### config.mk
export PLATFORM = sky130hd
export DESIGN_NAME = qmult_pair_arbiter
export DESIGN_NICKNAME = d
export VERILOG_FILES = /design/src/rtl/qmult_pair_arbiter.sv
export SDC_FILE = /design/constraint.sdc
export NUM_CORES = 2
export LEC_CHECK = 0
export CAP_MARGIN = 15
export CORE_MARGIN = 2
export CORE_UTILIZATION = 59
export CTS_BUF_LIST = sky130_fd_sc_hd__clkbuf_16
export DETAILED_ROUTE_END_ITERATION = 8
export GPL_ROUTABILITY_DRIVEN = 0
export GPL_TIMING_DRIVEN = 0
export PLACE_DENSITY = 0.79
export SYNTH_ARGS = -nofsm -noshare
export SYNTH_HDL_FRONTEND = slang
export SYNTH_SLANG_ARGS = --single-unit
### constraint.sdc
create_clock -name clk -period 8 [get_ports clk]
set_input_delay 1.6 -clock clk [delete_from_list [all_inputs] [get_ports clk]]
set_output_delay 1.6 -clock clk [all_outputs]
set_load 0.005 [all_outputs]
### src/rtl/qmult_pair_arbiter.sv
// Round-robin arbiter sharing one pair of Q-format sign-magnitude multipliers
// between two clients; each grant yields two products with a vld pulse.
module qmult_pair_arbiter #(
  parameter int N = 32,
  parameter int Q = 16
) (
  input  logic         clk,
  input  logic         rst,
  input  logic         req0,
  input  logic         req1,
  input  logic [N-1:0] a00,
  input  logic [N-1:0] b00,
  input  logic [N-1:0] a01,
  input  logic [N-1:0] b01,
  input  logic [N-1:0] a10,
  input  logic [N-1:0] b10,
  input  logic [N-1:0] a11,
  input  logic [N-1:0] b11,
  output logic         gnt0,
  output logic         gnt1,
  output logic         vld0,
  output logic         vld1,
  output logic [N-1:0] p0,
  output logic [N-1:0] p1,
  output logic         busy
);

  localparam int MW = N - 1;

  typedef enum logic [1:0] {
    IDLE = 2'd0,
    MUL  = 2'd1,
    RESP = 2'd2
  } state_t;

  state_t       state;
  state_t       state_next;
  logic         ptr;     // client that wins a tie
  logic         winner;
  logic         take;
  logic         win;
  logic [N-1:0] opa0;
  logic [N-1:0] opb0;
  logic [N-1:0] opa1;
  logic [N-1:0] opb1;

  // Sign is the XOR of the operand signs even for a zero magnitude;
  // magnitude overflow simply wraps into the low N-1 bits.
  function automatic logic [N-1:0] qmul(input logic [N-1:0] a, input logic [N-1:0] b);
    logic [2*N-3:0] full;
    logic [MW-1:0]  mag;
    full = {{MW{1'b0}}, a[N-2:0]} * {{MW{1'b0}}, b[N-2:0]};
    mag  = MW'(full >> Q);
    return {a[N-1] ^ b[N-1], mag};
  endfunction

  // Handshake: a client holds req with stable operands until its gnt pulse;
  // the cycle after gnt it drops req or presents a new operation. vld follows
  // gnt by exactly one cycle and p0/p1 are meaningful while vld is high.
  always_comb begin
    take       = 1'b0;
    win        = 1'b0;
    state_next = state;
    if (req0 && req1) win = ptr;
    else              win = req1;
    case (state)
      IDLE, RESP: begin
        take       = req0 | req1;
        state_next = take ? MUL : IDLE;
      end
      MUL:     state_next = RESP;
      default: state_next = IDLE;
    endcase
  end

  always_ff @(posedge clk) begin
    if (!rst) begin
      state  <= IDLE;
      ptr    <= 1'b0;
      winner <= 1'b0;
      opa0   <= '0;
      opb0   <= '0;
      opa1   <= '0;
      opb1   <= '0;
      p0     <= '0;
      p1     <= '0;
    end else begin
      state <= state_next;
      if (take) begin
        winner <= win;
        ptr    <= ~win;
        opa0   <= win ? a10 : a00;
        opb0   <= win ? b10 : b00;
        opa1   <= win ? a11 : a01;
        opb1   <= win ? b11 : b01;
      end
      if (state == MUL) begin
        p0 <= qmul(opa0, opb0);
        p1 <= qmul(opa1, opb1);
      end
    end
  end

  assign gnt0 = (state == MUL)  && !winner;
  assign gnt1 = (state == MUL)  &&  winner;
  assign vld0 = (state == RESP) && !winner;
  assign vld1 = (state == RESP) &&  winner;
  assign busy = (state != IDLE);

endmodule

# Word-level counts from Yosys, hierarchy flattened
# Index checks and enable logic that the tools add are counted.
dict set report totals {
  reg_bits 196
  latch_bits 0
  ram_bits 0
  rom_bits 0
  input_bits 260
  out_inout_bits 69
  wordCells 34
  n_memories 0
}
dict set report classes {
  addsub 0
  mul 2
  div_mod_pow 0
  magnitude_cmp 0
  n_eq_ne 2
  n_shift 0
  muxes 8
  bitwise_logic 4
  n_reduce_logical 9
}
# op n
set ops {}
lappend ops {{32-bit two-way mux} 4}
lappend ops {{31-bit by 31-bit multiplier with 47-bit output} 2}
lappend ops {{1-bit logical AND} 5}
lappend ops {{2-bit case mux with 2 select lines} 1}
lappend ops {{1-bit two-way mux} 3}
lappend ops {{2-bit by 1-bit == test with 1-bit output, second input constant} 1}
lappend ops {{2-bit == test, second input constant} 1}
lappend ops {{2-bit zero test} 1}
lappend ops {{2-bit nonzero test} 1}
lappend ops {{2-bit OR reduction} 1}
lappend ops {{1-bit bitwise XOR} 2}
lappend ops {{1-bit zero test} 1}
lappend ops {{1-bit NOT} 1}
lappend ops {{1-bit OR} 1}

# Logic depth before layout (Yosys ltp)
dict set report logic_depth {
  word_depth 3
  mapped_depth 29
  depth_no_buf 27
}

# Worst setup path before layout
# No wires, ideal clock.
dict set report synth_path {
  path_type {reg-to-reg}
  start {register opa1[17]}
  end {register p1[23]}
  setup_ps 117
  t_arrival_ps 6914
  t_required_ps 7883
  path_slack_ps 969
  path_stages_with_launch 25
  path_buffers 2
  period_less_slack_ps 7031
  cell_sequence {dfxtp_1 > clkbuf_1 > clkbuf_1 > nand2_1 > fa_1 > fa_1 > inv_1 > fa_1 > inv_1 > fa_1 > inv_1 > fa_1 > fa_1 > fa_1 > fa_1 > ha_1 > a21oi_1 > o2111ai_1 > a21oi_1 > a22oi_1 > a21oi_2 > o21bai_1 > and2_1 > or3_1 > a32o_1}
}
dict set report synth_via {
  elab_chain_len 1
}
# element line
set synth_rtl {}
lappend synth_rtl {{from (decl)} 44} ;# logic [N-1:0] opa1;
lappend synth_rtl {{from (signal assigned)} 94} ;# opa1 <= win ? a11 : a01;
lappend synth_rtl {{31-bit by 31-bit multiplier with 47-bit output} 52} ;# full = {{MW{1'b0}}, a[N-2:0]} * {{MW{1'b0}}, b[N-2:0]};
lappend synth_rtl {{to (signal assigned)} 99} ;# p1 <= qmul(opa1, opb1);
lappend synth_rtl {{to (decl)} 24} ;# output logic [N-1:0] p1,
# Every way passes these cells.
# A chain may end at the register's enable or synchronous reset.

# Worst setup path after layout
dict set report layout_path {
  start {register opa1[2]}
  end {register p1[20]}
}
# Same word-level chain as after synthesis.

==> flow_summary.toml <==
[die]
die_x_um = 319
io-pin-count = 329
floorplan.initialDensity_pct = 59.5
rows = 115
core-area_um2 = 98400
die-area_um2 = 102000
die_h_um = 319

[logic_synthesis]
synthArstFlopShare_pct = 0
ys_types = 67
synthesis.nets = 8480
syn_avg_cell_area_um2 = 9.13
synth_edf_count = 0
ys_warn_count = 0
synth_area_um2 = 58600
synth_ff_type = "dfxtp_1"
synth_top_family_by_area = "adder cells"
ys_top_cells_by_area = "fa_1, and2_1, inv_1, ha_1, dfxtp_1"
synth_top_area_share_pct = 50.2
synth_top_area_cell = "fa_1"
ys_seq_area_share_pct = 6.70
synth-simple-area-share_pct = 17.3
synth-seq-cells = 196
synthCells = 6414
synth-adder-area-share_pct = 57.4
synth_compound_area_share_pct = 5.28
synth_xor_area_share_pct = 1.74
muxShareOfSynthArea_pct = 0

[cells_and_area]
fin_nets = 8812
final_layout_size_suffix_gt1_share_pct = 5.36
fin_util_pct = 65.9
final_common_cell = "fa_1"
final_cell_mix = "fa_1, inv_1, nand2_1, and2_1, ha_1"
final.fill_count = 7884
finish.instance_area_um2 = 64800
syn2layout_area_growth_pct = 10.7

[detailed_routing]
dr.pass1.iters = 9
first_iter_violations = 6634
drt-wirelength-per-cell_um = 26.4
drtAntennaViolNets = 0
viasPerCell = 6.13
drc = 3
wl_mm = 213
vias = 49314

[grt]
grt_max_degree = 23
grtUsageTotal_pct = 42.8
grt_pass1_wl_mm = 316
grt-ovfl-total = 0
grt_pass1_vias = 51933
antenna_found_initial = 16

[timing]
max_slew_margin_pct = 15.0
finClkSkew_ns = 0.0353
fin_ws_ns = -0.0125
hold-worst-slack_ns = 0.457
drv_slew = 0
fmax_mhz = 125
grt_setup_unrepaired = "true"
final-hold-violation-count = 0
fin_crit_sh_pct = 100
period_minus_slack_ns = 8.01
worst_slew_pin_slew_ns = 1.28
fin_tns_setup_ns = -0.0125
setup_viol = 1

[clock_tree]
clk_pin_slew_ns = 0.09
cts_root_buffer = "clkbuf_16"
numClockSinks = 196
tritoncts = "yes"
clk_path_buf_depth = 2
cts_buffers = 17
hold_buffers = 0
clock_latency_ns = 0.57
htree_levels = 4

[worst_setup_path]
crit_arrival_ns = 8.47
r2r_end = "p1[20]$_SDFFE_PN0P_"
slowest_stage = "clkbuf_1"
timing.rr.start = "opa1[2]$_SDFFE_PN0P_"
crit_top_cell = "fa_1"
cp_cell_sequence = "clkbuf_1 > and2_1 > fa_1 > fa_1 > fa_1 > fa_1 > fa_1 > fa_1 > fa_1 > inv_1 > fa_1 > inv_1 > ha_1 > nand4_1 > nor2_2 > nand2_1 > a21oi_2 > a21o_1 > o31ai_1 > xnor2_2 > nand2_1 > a21oi_1"
r2r_setup_slack_ns = -0.01
endpoint_kind = "flop"
rr_worst_depth = 22
cp_max_fo = 10
cp_slowest_stage_delay_ns = 0.67
crit_path_start = "opa1[2]$_SDFFE_PN0P_"
endpoint = "p1[20]$_SDFFE_PN0P_"
cp-start-kind = "flop"
crit_required_ns = 8.46
worstSetupPathType = "flop to flop"

[pwr]
power_switching_w = 0.00449
internal-power_w = 0.00382
p_leak_nw = 32.1
power.total_w = 0.00831
clkPwrFrac_pct = 12.2
p_sw_share_pct = 54.0
irDropWorstVdd_mv = 0.181
p_comb_share_pct = 71.4
share_seq_of_total_power_pct = 16.4
p_per_area_nw_per_um2 = 128

[worst_hold_path]
hold_class = "flop to flop"

[flow_run]
max_cap_viol_count = 0

[outcome]
status = "finished with violations"
violations = "DRC, setup timing"

[placed_design]
dp_hpwl_mm = 179
placed_area_um2 = 63500
port_buffers = 327
[routing by layer]
metal | global-route usage, % | part of all wire [%] | up-vias
met5 | 1.61 | 0.26 | -
met4 | 24.4 | 7.5 | 20
met3 | 21.9 | 18 | 1046
met2 | 59.6 | 40 | 4212
met1 | 53.4 | 34 | 24456
li1 | - | - | 19580
[synthesized netlist by cell type, types with 3 or more instances]
library cell and instances:
fa_1 1468, inv_1 1381, nand2_1 977, and2_1 838, clkbuf_1 403, ha_1 338, dfxtp_1 196, nor2_1 176
a222oi_1 128, a21oi_1 87, xnor2_1 84, o21ai_0 65, xor2_1 32, a21o_1 30, nand3_1 22, nand4_1 20
nor3_1 15, a31oi_1 13, a211oi_1 11, o21a_1 9, nor2b_1 8, o21bai_1 8, buf_1 7, and3_1 6
o31ai_1 6, or3_1 6, a22o_1 5, nand2b_1 5, o211ai_1 5, a211o_1 4, o21ai_1 4, and4_1 3
o21ba_2 3, o221ai_1 3, or2_2 3
[kinds of logic after synthesis]
family | Yosys count
AOI/OAI and AO/OA | 412
xor gates and xnor gates | 116
adders and majority gates | 1806
buffers and inverters | 1796
DFF | 196
and+or+nand+nor | 2088
[flip-flops by register name, indices dropped and copies added, names as in the netlist]
signal / cells
opb1: 32
opa0: 32
state: 2
winner: 1
opa1: 32
p0: 32
p1: 32
ptr: 1
opb0: 32
[per-stage QoR]
step           cells  setup slack (ns)
6_report        8051           -0.0125
5_1_grt         8046           -0.0653
4_1_cts         8044           -0.0552
3_5_place_dp    8029             -1.14
3_3_place_gp    8028             -1.06
2_1_floorplan   6414             0.969
[how the worst min path moves through the flow]
stage / end / depth (start not counted) / slack (ns) / start
finish: p0[7]$_SDFFE_PN0P_ / 2 / 0.46 / p0[7]$_SDFFE_PN0P_
global route: p0[19]$_SDFFE_PN0P_ / 2 / 0.47 / p0[19]$_SDFFE_PN0P_
CTS: p1[4]$_SDFFE_PN0P_ / 2 / 0.46 / p1[4]$_SDFFE_PN0P_
detailed placement: p1[4]$_SDFFE_PN0P_ / 2 / 0.44 / p1[4]$_SDFFE_PN0P_
global placement: p1[24]$_SDFFE_PN0P_ / 2 / 0.44 / p1[24]$_SDFFE_PN0P_
floorplan: p1[4]$_SDFFE_PN0P_ / 2 / 0.44 / p1[4]$_SDFFE_PN0P_
[repair_timing]
action / CTS / global route
endpoints found under the setup margin: 43 / 34
pin swaps: 1 / 6
buffers inserted: 1 / 4
resized for setup: 185 / 395
[area by class of cell]
cell class	instances	area [um^2]	share of cell area, %
Sequential cell	196	3980	6.14
Timing Repair Buffer	336	3380	5.21
Multi-Input combinational cell	4422	48100	74.1
Antenna cell	5	12.5	0.0193
Tap cell	1287	1610	2.48
Buffer	391	1970	3.03
Clock inverter	15	213	0.328
Inverter	1382	5190	8.00
Clock buffer	17	425	0.656
[worst max-delay path, delay by kind of cell (launching register included)]
family / cells / cell delay (ns)
AO/OA/AOI/OAI: 4 / 0.84
XOR/XNOR: 1 / 0.45
adder cells (fa/ha/maj): 9 / 4.41
buffers and inverters: 3 / 0.76
flip-flops: 1 / 0.48
AND/OR/NAND/NOR: 5 / 0.97
[power by group through the flow]
stage / combinational [W] / clock (W) / sequential [W]
floorplan: 0.00347 / 0 / 0.00122
global placement: 0.00538 / 0 / 0.00132
detailed placement: 0.00556 / 0 / 0.00132
CTS: 0.00563 / 0.00101 / 0.00133
global route: 0.00636 / 0.00104 / 0.00136
finish: 0.00593 / 0.00101 / 0.00136
Note: power is estimated with default switching activity, not from simulation.
